**config.mk**
```make
export PLATFORM = sky130hd
export DESIGN_NAME = diff_array_pipe
export DESIGN_NICKNAME = d
export VERILOG_FILES = /design/src/rtl/diff_array_pipe.sv
export SDC_FILE = /design/constraint.sdc
export NUM_CORES = 1
export LEC_CHECK = 0
export ABC_CLOCK_PERIOD_IN_PS = 4500
export BUFFER_PORTS_ARGS = -buffer_cell sky130_fd_sc_hd__buf_2
export CELL_PAD_IN_SITES_DETAIL_PLACEMENT = 2
export CELL_PAD_IN_SITES_GLOBAL_PLACEMENT = 2
export CORE_ASPECT_RATIO = 0.8
export CORE_UTILIZATION = 30
export CTS_CLUSTER_DIAMETER = 60
export DETAILED_ROUTE_END_ITERATION = 8
export GPL_ROUTABILITY_DRIVEN = 0
export MAX_ROUTING_LAYER = met4
export PLACE_DENSITY_LB_ADDON = 0.08
export SLEW_MARGIN = 0
export SYNTH_ARGS = -nofsm -noshare
export SYNTH_HDL_FRONTEND = slang
export SYNTH_SLANG_ARGS = --single-unit
```
**constraint.sdc**
```tcl
create_clock -name clk -period 4.5 [get_ports clk]
set_input_delay 1.35 -clock clk [delete_from_list [all_inputs] [get_ports clk]]
set_output_delay 1.35 -clock clk [all_outputs]
set_load 0.02 [all_outputs]
```
**src/rtl/diff_array_pipe.sv**
```systemverilog
// diff_array_pipe
//   Per-lane difference of two sample rows (ORG - CUR) with optional absolute
//   value, plus a running sum of absolute differences (SAD) across a block of
//   ROWS rows. One output register stage with valid/ready handshaking. The
//   output holds under backpressure. A new row can load in the same cycle
//   that the previous row is taken, so there is no bubble.
//
// Ports
//   clk, rst_n          clock, asynchronous active-low reset
//   in_valid, in_ready  input row handshake (in_ready is combinational)
//   ORG, CUR            packed unsigned sample rows, lane i at [i*WIDTH +: WIDTH]
//   abs_mode            0: signed diff, 1: absolute diff (sampled with the row)
//   clr                 synchronous block restart
//   out_valid, out_ready output handshake
//   diff                packed two's-complement lane results, lane i at [i*(WIDTH+1) +: WIDTH+1]
//   row_idx             row number of the output row within its block
//   out_last            output row is the last row of its block
//   sad                 running |diff| sum over the block, through the output row
module diff_array_pipe #(
   parameter int unsigned WIDTH      = 8,
   parameter int unsigned NUM_INPUTS = 8,
   parameter int unsigned ROWS       = 8,
   localparam int unsigned SAD_RAW   = WIDTH + $clog2(NUM_INPUTS * ROWS),
   localparam int unsigned SADW      = (SAD_RAW > WIDTH + 1) ? SAD_RAW : WIDTH + 1,
   localparam int unsigned RW        = (ROWS > 1) ? $clog2(ROWS) : 1,
   localparam int unsigned DW        = WIDTH + 1
) (
   input  logic                       clk,
   input  logic                       rst_n,
   input  logic                       in_valid,
   output logic                       in_ready,
   input  logic [WIDTH*NUM_INPUTS-1:0] ORG,
   input  logic [WIDTH*NUM_INPUTS-1:0] CUR,
   input  logic                       abs_mode,
   input  logic                       clr,
   output logic                       out_valid,
   input  logic                       out_ready,
   output logic [NUM_INPUTS*DW-1:0]   diff,
   output logic [RW-1:0]              row_idx,
   output logic                       out_last,
   output logic [SADW-1:0]            sad
);

   localparam logic [RW-1:0] LastRow = RW'(ROWS - 1);

   logic                     valid_q, valid_d;
   logic [NUM_INPUTS*DW-1:0] diff_q, diff_d;
   logic [RW-1:0]            idx_q, idx_d;
   logic                     last_q, last_d;
   logic [SADW-1:0]          sad_q, sad_d;
   logic [RW-1:0]            cnt_q, cnt_d;

   logic                     accept;
   logic [RW-1:0]            base_row;
   logic [NUM_INPUTS*DW-1:0] diff_row;
   logic [SADW-1:0]          row_sad;
   logic [DW-1:0]            lane_d;
   logic [DW-1:0]            lane_abs;

   assign in_ready = !valid_q || out_ready;
   assign accept   = in_valid && in_ready;

   // clr makes the row accepted in the same cycle row 0 of a fresh block.
   assign base_row = clr ? '0 : cnt_q;

   // Lane arithmetic: zero-extend to WIDTH+1 so the difference never wraps.
   always_comb begin
      row_sad  = '0;
      diff_row = '0;
      lane_d   = '0;
      lane_abs = '0;
      for (int i = 0; i < NUM_INPUTS; i++) begin
         lane_d   = {1'b0, ORG[i*WIDTH +: WIDTH]} - {1'b0, CUR[i*WIDTH +: WIDTH]};
         lane_abs = lane_d[WIDTH] ? (DW'(0) - lane_d) : lane_d;
         diff_row[i*DW +: DW] = abs_mode ? lane_abs : lane_d;
         row_sad  = row_sad + SADW'(lane_abs);
      end
   end

   always_comb begin
      valid_d = valid_q;
      diff_d  = diff_q;
      idx_d   = idx_q;
      last_d  = last_q;
      sad_d   = sad_q;
      cnt_d   = clr ? '0 : cnt_q;
      if (accept) begin
         valid_d = 1'b1;
         diff_d  = diff_row;
         idx_d   = base_row;
         last_d  = (base_row == LastRow);
         sad_d   = (base_row == '0) ? row_sad : (sad_q + row_sad);
         cnt_d   = (base_row == LastRow) ? '0 : (base_row + 1'b1);
      end else if (out_ready) begin
         valid_d = 1'b0;
      end
   end

   always_ff @(posedge clk or negedge rst_n) begin
      if (!rst_n) begin
         valid_q <= 1'b0;
         diff_q  <= '0;
         idx_q   <= '0;
         last_q  <= 1'b0;
         sad_q   <= '0;
         cnt_q   <= '0;
      end else begin
         valid_q <= valid_d;
         diff_q  <= diff_d;
         idx_q   <= idx_d;
         last_q  <= last_d;
         sad_q   <= sad_d;
         cnt_q   <= cnt_d;
      end
   end

   assign out_valid = valid_q;
   assign diff      = diff_q;
   assign row_idx   = idx_q;
   assign out_last  = last_q;
   assign sad       = sad_q;

endmodule

```
# --- Word-level counts from Yosys, hierarchy flattened ---
# Index checks and enable logic that the tools add are counted.
op_classes:
  addsub: 25
  eq_ne: 1
  mux: 22
  reduce_logical: 5
op_table:
  columns: ["cell", "count"]
  rows:
  - ["$mux W9", 16]
  - ["$sub A1 B9 Y9 const A", 8]
  - ["$sub A8 B8 Y9", 8]
  - ["$add A14 B9 Y14", 2]
  - ["$add A13 B9 Y14", 1]
  - ["$add A14 B14 Y14", 1]
  - ["$mux W14", 1]
  - ["$add A12 B9 Y13", 1]
  - ["$add A11 B9 Y12", 1]
  - ["$add A10 B9 Y11", 1]
  - ["$add A9 B9 Y10", 1]
  - ["$mux W3", 3]
  - ["$add A3 B1 Y3 const B", 1]
  - ["$eq A3 B3 Y1 const B", 1]
  - ["$logic_not A3 Y1", 1]
  - ["$mux W1", 2]
  - ["$reduce_bool A2 Y1", 1]
  - ["$logic_and A1 B1 Y1", 1]
  - ["$logic_not A1 Y1", 1]
  - ["$logic_or A1 B1 Y1", 1]
word_totals:
  regBits: 94
  input_bits: 134
  output_inout_bits: 92
  wordCells: 59

# --- Logic depth before layout (Yosys ltp) ---
# Gate-level depths: netlist of run 1.
depth:
  ltp_word: 12
  ltp_mapped: 35
  ltp_nobuf: 34

# --- Worst setup path after synthesis of run 1 ---
# OpenSTA, ideal clock, no wires.
synth_path:
  path_kind: "input -> register"
  startpoint: "input port ORG[8]"
  endpoint: "register sad_q[13], in the netlist sad[13]"
  setup_ps: 124
  arrival_time_ps: 7909
  required_ps: 4376
  slack_ps: -3533
  stages: 33
  path_buffers: 0
  path_cell_list: "inv_1 ha_1 inv_1 fa_1 a211oi_1 o21bai_1 a211oi_1 o21ai_1 nor2_1 xor2_1 fa_1 inv_1 fa_1 fa_1 inv_1 fa_1 inv_1 ha_1 inv_1 fa_1 inv_1 a21o_1 a21oi_1 a2bb2oi_1 nand2b_1 xor2_1 ha_1 and3_1 nand2_1 o21ai_1 a41o_1 and3_1 a211o_1"
synth_via:
  elab_chain_len: 12
synth_rtl:
  columns: ["element", "line", "source"]
  rows:
  - ["start: declaration", "32", "input logic [WIDTH*NUM_INPUTS-1:0] ORG,"]
  - ["$sub A8 B8 Y9 *", "73", "lane_d = {1'b0, ORG[i*WIDTH +: WIDTH]} - {1'b0, CUR[i*WIDTH +: WIDTH]};"]
  - ["$sub A1 B9 Y9", "74", "lane_abs = lane_d[WIDTH] ? (DW'(0) - lane_d) : lane_d;"]
  - ["$mux W9 *", "74", null]
  - ["$add A9 B9 Y10 *", "76", "row_sad = row_sad + SADW'(lane_abs);"]
  - ["$add A10 B9 Y11 *", "76", null]
  - ["$add A11 B9 Y12 *", "76", null]
  - ["$add A12 B9 Y13 *", "76", null]
  - ["$add A13 B9 Y14 *", "76", null]
  - ["$add A14 B9 Y14 * (2 in series)", "76", null]
  - ["$add A14 B14 Y14", "92", "sad_d = (base_row == '0) ? row_sad : (sad_q + row_sad);"]
  - ["$mux W14 *", "92", null]
  - ["end signal: assignment", "105", "sad_q <= '0;"]
  - ["end signal: assignment", "112", "sad_q <= sad_d;"]
  - ["end: declaration", "50", "logic [SADW-1:0] sad_q, sad_d;"]
# Mark *: on every way between the ends. The rest lies on a longest branch, timed or not.
# A chain may end at the register's enable or synchronous reset.

# --- Worst setup path in the final report of run 1 ---
layout_path:
  startpoint: "input port ORG[8]"
  endpoint: "register sad_q[11], in the netlist sad[11]"
# The elaborated chain is that of the path after synthesis.

==> results of run 1 <==
cell usage after synthesis, drive strengths merged (5+ instances only):
cell / number / share of area [%]
a211oi: 7 / 0.49
a21o: 20 / 1.4
a21oi: 62 / 2.9
a31oi: 21 / 1.2
and2: 6 / 0.35
and3: 10 / 0.59
clkbuf: 30 / 1.1
dfrtp: 94 / 22
fa: 62 / 12
ha: 100 / 12
inv: 165 / 5.8
mux2: 5 / 0.53
mux2i: 8 / 0.75
nand2: 129 / 4.5
nand2b: 18 / 1.1
nand3: 17 / 0.80
nor2: 103 / 3.6
nor2b: 11 / 0.64
nor3: 27 / 1.3
nor3b: 6 / 0.42
o211ai: 9 / 0.63
o21a: 16 / 1.1
o21ai: 126 / 5.9
o21bai: 8 / 0.56
o31a: 9 / 0.74
o31ai: 10 / 0.75
or3: 10 / 0.59
or4: 5 / 0.39
xnor2: 75 / 6.2
xor2: 68 / 5.7
flip-flops by register name, indices dropped and copies added, names as in the netlist:
register	flops
diff	72
sad	14
cnt_q	3
row_idx	3
out_last	1
out_valid	1
logic make-up (layout without fill, tap and decap cells):
| logic type | after synthesis | after routing |
|---|---|---|
| xor+xnor | 143 | 143 |
| compound gates | 328 | 328 |
| buf+inv | 197 | 747 |
| mux | 13 | 13 |
| fa+ha+maj | 162 | 162 |
| flops | 94 | 94 |
| simple gates | 357 | 357 |
cell type report:
type | instances | area (sq um)
timing repair buffer | 566 | 3800
sequential | 94 | 2350
tap | 472 | 591
clock buffer | 11 | 253
clock inverter | 5 | 104
fill | 3913 | 18500
multi-input combinational | 1003 | 8640
inverter | 165 | 634
what timing repair did:
action                                  CTS  global route
pin swaps                                46            53
gates resized for setup                  62            82
buffers inserted                         11            20
endpoints found under the setup margin   13            13
cell usage in the layout, fill, tap and decap left out, types with 10 or more instances in the layout:
| cell | synthesis | layout |
|---|---|---|
| buf_2 | 0 | 223 |
| a31oi_1 | 21 | 19 |
| xnor2_2 | 0 | 19 |
| dfrtp_1 | 94 | 94 |
| a21oi_1 | 61 | 38 |
| o21ai_0 | 58 | 49 |
| o21ai_1 | 68 | 71 |
| nor3_1 | 27 | 24 |
| inv_2 | 1 | 12 |
| xor2_2 | 1 | 10 |
| fa_1 | 62 | 51 |
| a21oi_2 | 1 | 18 |
| fa_2 | 0 | 11 |
| inv_1 | 164 | 151 |
| ha_1 | 100 | 82 |
| buf_6 | 0 | 12 |
| nand3_1 | 17 | 17 |
| o21a_1 | 16 | 16 |
| nand2_1 | 129 | 125 |
| nor2_1 | 103 | 90 |
| ha_4 | 0 | 15 |
| xor2_1 | 67 | 56 |
| buf_4 | 1 | 326 |
| a21o_1 | 20 | 19 |
| nand2b_1 | 18 | 17 |
| xnor2_1 | 75 | 51 |
worst register-to-register path: stages (launching register included):
cell and delay [ns]:
dfrtp_1 0.40, ha_1 0.26, fa_2 0.40, a21o_1 0.22, a21oi_4 0.21, o21bai_4 0.13, a2111oi_4 0.40, o2111ai_2 0.19
o31ai_2 0.14, a221o_1 0.17
path summary, 6_finish.rpt:
kind	end	slack, ns	cells after the start
max in group asynchronous	diff[58]	2.70	2
min in group asynchronous	diff[11]	1.03	1
min reg2reg	diff[64]	0.48	2
max	sad[11]	-3.36	35
min	diff[64]	0.48	2
max reg2reg	sad[8]	1.94	9
routing by layer:
layer	vias to the layer above	share of wire (%)	track usage (%)
li1	5444	-	-
met1	5767	46	32.6
met2	166	50	42.7
met3	38	3.0	3.05
met4	0	1.3	4.82
met5	-	0	-
per-stage QoR:
step	hold slack, ns	cell area [sq um]	TNS (ns)
after global routing	0.514	16400	-39.24
after CTS	0.487	15700	-34.38
after global placement	0.457	15000	-40.72
after floorplan	0.550	11000	-30.83
after detailed placement	0.471	15000	-42.70
final	0.480	16400	-36.95
==> flow_summary.toml, run 1 <==
[sta]
rsz0062_at_grt = "yes"
slew_violations = 0
fin_crit_ns = 7.86
fmax_mhz = 127
timing.final.crit_share_pct = 175
fin_skew_ns = 0.0115
finalWorstSetupSlack_ns = -3.36
setup_viol = 13
hold_viol_final = 0
slew_headroom_pct = 47.0
tightest_slew_ns = 0.795

[final_layout]
utilization_pct = 46.9
diodes = 0
nNetsFinal = 2135
syn2layout_area_growth_pct = 53.4
drive_above_1_share_pct = 40.7
layout.cells.non_filler = 2316

[floorplan]
core_sq_um = 34900
io_pins = 226
die_x_um = 213
die_area_sq_um = 36300
rows = 61
die_h_um = 171
initial_core_util_pct = 30.6

[detailed_routing]
dr.pass1.iters = 4
vias = 11400
route.detailed.wl_per_inst_um = 20.1
viasPerCell = 4.93
drc = 0
wirelength_um = 46500
ant_nets = 0
drt-initial-drc-count = 443

[global_routing]
grt_pass1_wl_um = 68800
grt_usage_pct = 25.3
gr-total-overflow = 0
grt_max_degree = 79
grt_antenna_before_repair = 0
grt_pass1_vias = 12600

[cts]
clock_path_buffers = 2
path_clk_slew_ns = 0.07
hold_buffers = 0
root_buffer = "clkbuf_16"
htreeDepth = 3
worstSkewPairLatency_ns = 0.40
cts_tree = "yes"
cts_buffers = 9
clock_sinks = 94

[synth]
avgSynthCellArea_sq_um = 8.25
synth_adder_area_share_pct = 23.4
syn_nets = 1590
ys_seq_area_share_pct = 22.0
synth_area_sq_um = 10700
synth_top_family_by_area = "adder cells"
synth_compound_area_share_pct = 19.3
synth-simple-area-share_pct = 15.2
ys_types = 72
yosys_most_used_dff = "dfrtp_1"
synth_edf_count = 0
synth_cells = 1294
async_reset_ff_share_pct = 100
ys_warn_count = 0
synth_seq_cells = 94
synth-xor-area-share_pct = 11.8
muxShareOfSynthArea_pct = 1.28

[hold_path]
hold_class = "reg2reg"
min_from = "diff[64]"

[critical_path]
worstSetupPathType = "in2reg"
path_max_fanout = 7
cp_slowest_stage_delay_ns = 0.51
slowest_stage = "fa_1"
crit_top_cell = "inv_2"
cp_top_family = "adder cells"
worstReg2RegStart = "sad[0]"
path_buf_inv = 10
worstSetupEndpointType = "register"
cp-startpoint = "ORG[8]"
critPathLaunchType = "primary input"
crit_arrival_ns = 8.13
cp.required_ns = 4.77

[place]
hpwlAfterDp_um = 34900
dpl.cell_count = 2270
port_buffers = 225
post-place-ws_ns = -3.92

[outcome]
status = "complete, but fails checks"
failed_checks = "setup timing"

[flow_run]
drv_cap = 0
Power of run 1 is left out: the tool's default activity adds up to more than one toggle a clock period on the data nets, which glitch-free logic cannot reach.
==> inputs of run 2 (changes only) <==
CORE_UTILIZATION = 36   (was 30)
==> flow_summary.toml, run 2 <==
[outcome]
status = "aborted with a tool error"
stop_stage = "clock tree synthesis"
firstError = "[ERROR DPL-0033] detailed placement checks failed during check placement."

[cts]
htreeDepth = 3
clock_path_buffers = 2
postCtsSetupBuffers = 19
cts_buffers = 9
clock_sinks = 94
root_buffer = "clkbuf_16"
post_cts_resized = 81
hold_buffers = 0

[synth]
synth_top_area_share_pct = 22.0
synthTopCellsByArea = "dfrtp_1 22%, ha_1 12%, fa_1 12%"
syn_nets = 1590
synth_seq_cells = 94
synth-xor-area-share_pct = 11.8
synth_edf_count = 0
yosysTopAreaCell = "dfrtp_1"
yosysMostFrequentCell = "inv_1"
synth_cells = 1294
ys_types = 72
synth-simple-area-share_pct = 15.2
synth_area_sq_um = 10700
muxShareOfSynthArea_pct = 1.28
synth_compound_area_share_pct = 19.3
yosys_most_used_dff = "dfrtp_1"
avgSynthCellArea_sq_um = 8.25
ys_seq_area_share_pct = 22.0
synth_top_family_by_area = "adder cells"
synth_adder_area_share_pct = 23.4
ys_warn_count = 0
synth.top_cells.by_count = "164 x inv_1, 129 x nand2_1, 103 x nor2_1"
async_reset_ff_share_pct = 100

[floorplan]
rows = 55
die_x_um = 194
initial_core_util_pct = 37.2
io_pins = 226
die_h_um = 156

[place]
hpwlAfterDp_um = 42600
post-place-ws_ns = -4.22
port_buffers = 225
run 2: cell counts after synthesis:
No cell type changed its count.
run 2: cells by family after synthesis:
| logic type | after synthesis |
|---|---|
| muxes | 13 |
| and+or+nand+nor | 357 |
| buffers and inverters | 197 |
| DFF | 94 |
| xor gates and xnor gates | 143 |
| AOI/OAI and AO/OA | 328 |
| adders and majority gates | 162 |
run 2: stage by stage:
stage,hold WS (ns),util [%],instance area [sq um],instances
2_1_floorplan,0.550,-,11000,1294
3_3_place_gp,0.456,51.8,14900,2174
3_5_place_dp,0.476,51.8,14900,2174
